`config.mk`:
```
export PLATFORM = sky130hd
export DESIGN_NAME = shift_add_multiplier
export DESIGN_NICKNAME = d
export VERILOG_FILES = /design/src/rtl/shift_add_multiplier.sv
export SDC_FILE = /design/constraint.sdc
export NUM_CORES = 1
export LEC_CHECK = 0
export BUFFER_PORTS_ARGS = -buffer_cell sky130_fd_sc_hd__buf_2
export CORE_UTILIZATION = 36
export DETAILED_ROUTE_END_ITERATION = 8
export GPL_TIMING_DRIVEN = 1
export PLACE_DENSITY_LB_ADDON = 0.3
export SYNTH_ARGS = -nofsm -noshare
export SYNTH_HDL_FRONTEND = slang
export SYNTH_SLANG_ARGS = --single-unit
export TNS_END_PERCENT = 30
```
`constraint.sdc`:
```
create_clock -name clk -period 2.2 [get_ports clk]
set_clock_uncertainty 0.15 [all_clocks]
set_input_delay 0 -clock clk [delete_from_list [all_inputs] [get_ports clk]]
set_output_delay 0 -clock clk [all_outputs]
set_load 0.1 [all_outputs]
```
`src/rtl/shift_add_multiplier.sv`:
```
// Iterative unsigned shift-and-add multiplier: one multiplier bit per clock, start/done handshake.
// Optional macro ZERO_BYPASS_EN: a zero operand completes in one cycle without entering RUN.
module shift_add_multiplier #(
  parameter int N = 4
) (
  input  logic           clk,
  input  logic           reset,
  input  logic           start,
  input  logic [N-1:0]   A,
  input  logic [N-1:0]   B,
  output logic           busy,
  output logic           done,
  output logic [2*N-1:0] P
);
  localparam int CW = $clog2(N + 1);

  typedef enum logic {IDLE, RUN} state_t;

  state_t          state_q, state_d;
  logic [N-1:0]    m_q, m_d;
  logic [N-1:0]    acc_q, acc_d;
  logic [N-1:0]    q_q, q_d;
  logic            cy_q, cy_d;
  logic [CW-1:0]   cnt_q, cnt_d;
  logic            busy_q, busy_d;
  logic            done_q, done_d;
  logic [2*N-1:0]  p_q, p_d;
  logic [N:0]      sum;

  always_comb begin
    state_d = state_q;
    m_d     = m_q;
    acc_d   = acc_q;
    q_d     = q_q;
    cy_d    = cy_q;
    cnt_d   = cnt_q;
    busy_d  = busy_q;
    done_d  = 1'b0;
    p_d     = p_q;
    // Full N+1-bit add so the carry out of ACC is kept for the shift.
    sum     = {cy_q, acc_q} + {1'b0, (q_q[0] ? m_q : {N{1'b0}})};

    case (state_q)
      IDLE: begin
        if (start) begin
`ifdef ZERO_BYPASS_EN
          if ((A == '0) || (B == '0)) begin
            p_d    = '0;
            done_d = 1'b1;
          end else begin
            m_d     = A;
            q_d     = B;
            acc_d   = '0;
            cy_d    = 1'b0;
            cnt_d   = '0;
            busy_d  = 1'b1;
            state_d = RUN;
          end
`else
          m_d     = A;
          q_d     = B;
          acc_d   = '0;
          cy_d    = 1'b0;
          cnt_d   = '0;
          busy_d  = 1'b1;
          state_d = RUN;
`endif
        end
      end
      RUN: begin
        acc_d = sum[N:1];
        q_d   = {sum[0], q_q[N-1:1]};
        cy_d  = 1'b0;
        cnt_d = cnt_q + CW'(1);
        if (cnt_q == CW'(N - 1)) begin
          p_d     = {sum[N:1], sum[0], q_q[N-1:1]};
          done_d  = 1'b1;
          busy_d  = 1'b0;
          state_d = IDLE;
        end
      end
      default: state_d = IDLE;
    endcase
  end

  always_ff @(posedge clk) begin
    if (reset) begin
      state_q <= IDLE;
      m_q     <= '0;
      acc_q   <= '0;
      q_q     <= '0;
      cy_q    <= 1'b0;
      cnt_q   <= '0;
      busy_q  <= 1'b0;
      done_q  <= 1'b0;
      p_q     <= '0;
    end else begin
      state_q <= state_d;
      m_q     <= m_d;
      acc_q   <= acc_d;
      q_q     <= q_d;
      cy_q    <= cy_d;
      cnt_q   <= cnt_d;
      busy_q  <= busy_d;
      done_q  <= done_d;
      p_q     <= p_d;
    end
  end

  assign busy = busy_q;
  assign done = done_q;
  assign P    = p_q;

endmodule
```
==> results <==
- The run finished with clean final reports.
- The startpoint type of the worst setup path is a flop.
- The routed design uses 1300 um of met2 wire.
- The number of endpoints failing setup at the final stage is 0.
- The initial antenna violation count is 0.
- The CTS H-tree depth is 1.
- The destination of the worst register-to-register timing path is m_q[0].
- The category of the worst setup path capture point is a flop.
- In this run the count of I/O pins placed on the die edge is 21.
- Data on the critical path is required at its endpoint by 2270 ps.
- The die is 59.70 um tall.
- The length of the first detailed-routing pass in iterations is 3.
- The clock-pin slew on the worst setup and hold paths is 130 ps.
- The clock insertion delay at the later pin of the skew report is 310 ps.
- For this design, the sink count on the clock tree is 26.
- The number of global-route vias before repair is 989.
- The area of the core is 0.003103 sq mm.
- The count of endpoints failing hold in the final timing report came to 0.
- The power per cell area is 530.9 mW/mm^2.
- The number of cells on the worst reg-to-reg path is 4.
- The detail-routed net length per standard cell is 12.36 um.
- For this run, the top clock speed supported by timing is 527.1 MHz.
- For flop-to-flop paths, the worst setup slack is 300 ps.
- The overall power consumption is 0.0008017 W.
- The detailed router put a total of 1121 um of wire on met1.
- The critical path ends at m_q[0].
- The library cell with the largest summed area after synthesis is sky130_fd_sc_hd__dfxtp_1.
- Sorting the synthesized cells by area gives the leading types as sky130_fd_sc_hd__dfxtp_1, sky130_fd_sc_hd__mux2i_1, sky130_fd_sc_hd__ha_1.
- The congestion estimate from routability-driven global placement came to 0.7615.
- The remaining number of nets flagged by the antenna check after routing is 0.
- The max-cap check violation count is 0.
- Once the clock tree was built, the setup fixing pass inserted 0 buffers.
- The final critical delay including setup and external delays is 1897 ps.
- The maximum fanout along the worst path is 14.
- TritonCTS built the clock tree.
- The starting density of the core is 0.3863.
- The total leakage power is 0.6821 nW.
- The DRC violation count after routing is 0.
- STA puts the critical path data arrival time at 1970 ps.
- Counting every net in the synthesized netlist gives 143.
- The worst hold path begins at P[2].
- The pin count of the biggest net entering global routing is 32.
- The clock share of power is 0.247.
- Setup repair after global routing left no endpoint under its margin.
- After legalization and detailed placement, the total HPWL measured 1735 um.
- The final max-slew violation count is 0.
- In this run the tightest slew margin relative to its limit is 0.6417.
- The area added between synthesis and finish is 25.99%.
- For this run, the register share of the synthesized area comes to 0.4342.
- Of the post-synthesis cell area, the dominant cell type holds 0.4342.
- The first-pass GRT wire length is 4209 um.
- The fraction of final layout cells sized beyond drive strength 1 is 0.2075.
- The number of DRC markers after the initial detailed-route iteration is 28.
- The total length of routed met3 wires is 60 um.
- Dividing the final minimum period by the clock period gives 0.8623.
- The share of the core filled with cells in the final layout is 0.4867.
- The unique cell type count in the Yosys netlist is 30.
- The Yosys warning count is 0.
- Signal routing reaches up to met4.
- In this run the horizontal extent of the chip is 59.70 um.
- The startpoint identified for the worst register-to-register timing path is state_q.
- The flip-flop cell with the highest count after synthesis is sky130_fd_sc_hd__dfxtp_1.
- Cell internal power was estimated by the tool at 0.0006037 W.
- The number of buffers inserted during clock tree synthesis is 3.
- The count of flip-flops with a built-in enable after synthesis is 0.
- The cell count after synthesis came out at 125.
- The start-to-end type of the worst setup path is reg -> reg.
- The overall overflow remaining after global route is 0.
- The mapped netlist covers 0.001199 sq mm.
- The buffer type at the clock tree root is sky130_fd_sc_hd__clkbuf_4.
- The maximum vdd ir drop is 0.2528 mV.
- In the global route stage, overall resource usage came out at 0.1584.
- In this run, synthesis produced a sequential element count of 26.
- For this block, the routed nets add up to 2509 um of wire.
- The total negative slack for setup checks is 0 ps.
- The vias per cell is 4.833.
- Buffers placed on the I/O ports in this run total 20.
- In this run the mean area of a mapped cell was 9.589 sq um.
- The min-delay analysis places its worst path in the category reg -> reg.
- The via count is 981.
- The share of total power dissipated in combinational logic is 0.130.
- The sequential power share is 0.623.
- The share of flip-flops with an asynchronous set or reset is 0.
- The critical path startpoint is state_q.
- Summed over all nets, the switching power comes to 0.0001980 W.
- The die covers 0.003564 sq mm.
- In the final design database the tool counted 179 nets.
- The pin slew with the least headroom to its limit is 537.5 ps.
- The maximum buffer depth of the clock tree is 2.
- The switching power share of the total is 0.2470.
- The number of antenna diodes in the final layout is 0.
- In this run the core area contains 20 standard-cell rows.
timing repair:
action | CTS | global route
endpoints found under the hold margin | 14 | 0
resized for setup | 0 | 1
setup endpoints to repair | 0 | 1
hold buffers | 17 | 0
registers in the layout, indices dropped and copies added, names as in the netlist:
signal	cells
P	8
state_q	1
done	1
acc_q	4
q_q	4
cnt_q	3
m_q	4
busy	1
area by class of cell:
type                       count  area [sq um]
clock buffer                   3         22.52
inverter                       1         3.754
tap                           44         55.05
fill                         328          1593
multi-input combinational     90         621.8
sequential                    26         521.8
timing repair buffer          39         285.3
layer usage:
metal	track usage	vias to the layer above
met1	0.1768	466
met4	0.04983	0
li1	-	500
met3	0.03247	2
met5	0	-
met2	0.2968	13
critical path, stage by stage, from the launching register on:
cell and delay, ps:
sky130_fd_sc_hd__dfxtp_2 430, sky130_fd_sc_hd__and2b_1 370, sky130_fd_sc_hd__mux2i_1 240, sky130_fd_sc_hd__nor2_1 50, sky130_fd_sc_hd__dlygate4sd3_1 570
worst min-delay path by stage:
stage | to | slack, ps | cells past startpoint
3_3_place_gp | m_q[1] | 90 | 3
5_1_grt | P[3] | 350 | 2
6_report | P[2] | 310 | 2
2_1_floorplan | m_q[0] | -3 | 2
4_1_cts | P[2] | 320 | 2
3_5_place_dp | m_q[3] | 90 | 3
synth_stat cells, drive strengths merged, types with 3 or more instances:
cell and count:
nand2b 4, a21o 3, dfxtp 26, mux2 5, buf 8, ha 6, mux2i 9, a21oi 9
nor3b 4, nand2 12, nor2 19, and2 5
power groups by stage:
stage	combinational (W)	sequential, W	clock, W
CTS	0.000105	0.000499	0.000207
detailed placement	0.0000809	0.000509	0
global route	0.000114	0.000502	0.000224
global placement	0.0000779	0.000508	0
floorplan	0.0000567	0.000514	0
finish	0.000104	0.000499	0.000198
logic make-up after synthesis:
| family | share of synthesized area |
|---|---|
| XOR/XNOR | 0.007308 |
| AND/OR/NAND/NOR | 0.1973 |
| multiplexers | 0.1221 |
| flip-flops | 0.4342 |
| adder cells (fa/ha/maj) | 0.07933 |
| AO/OA/AOI/OAI | 0.1127 |
| buffers and inverters | 0.04697 |
stage by stage:
stage	hold slack, ps	cell area (sq um)	cells	setup slack, ps
after detailed placement	93.95	1316	183	299.6
after global placement	85.52	1316	183	358.9
after CTS	315.6	1509	203	145.2
after global routing	347.2	1510	203	161.9
final	311.9	1510	203	303.0
after floorplan	-3.156	1199	125	431.5
cell usage in the layout, fill, tap and decap left out, drive strengths merged, types with 2 or more instances in the layout:
| cell type | instances |
|---|---|
| mux2 | 5 |
| dlygate4sd3 | 17 |
| dfxtp | 26 |
| a21o | 3 |
| nand2 | 12 |
| ha | 6 |
| a2111oi | 2 |
| nor3b | 4 |
| mux2i | 9 |
| and2 | 5 |
| nand2b | 4 |
| a211oi | 2 |
| nor2 | 19 |
| a21oi | 9 |
| buf | 22 |
| clkbuf | 3 |
Note: power is estimated with default switching activity, not from simulation.
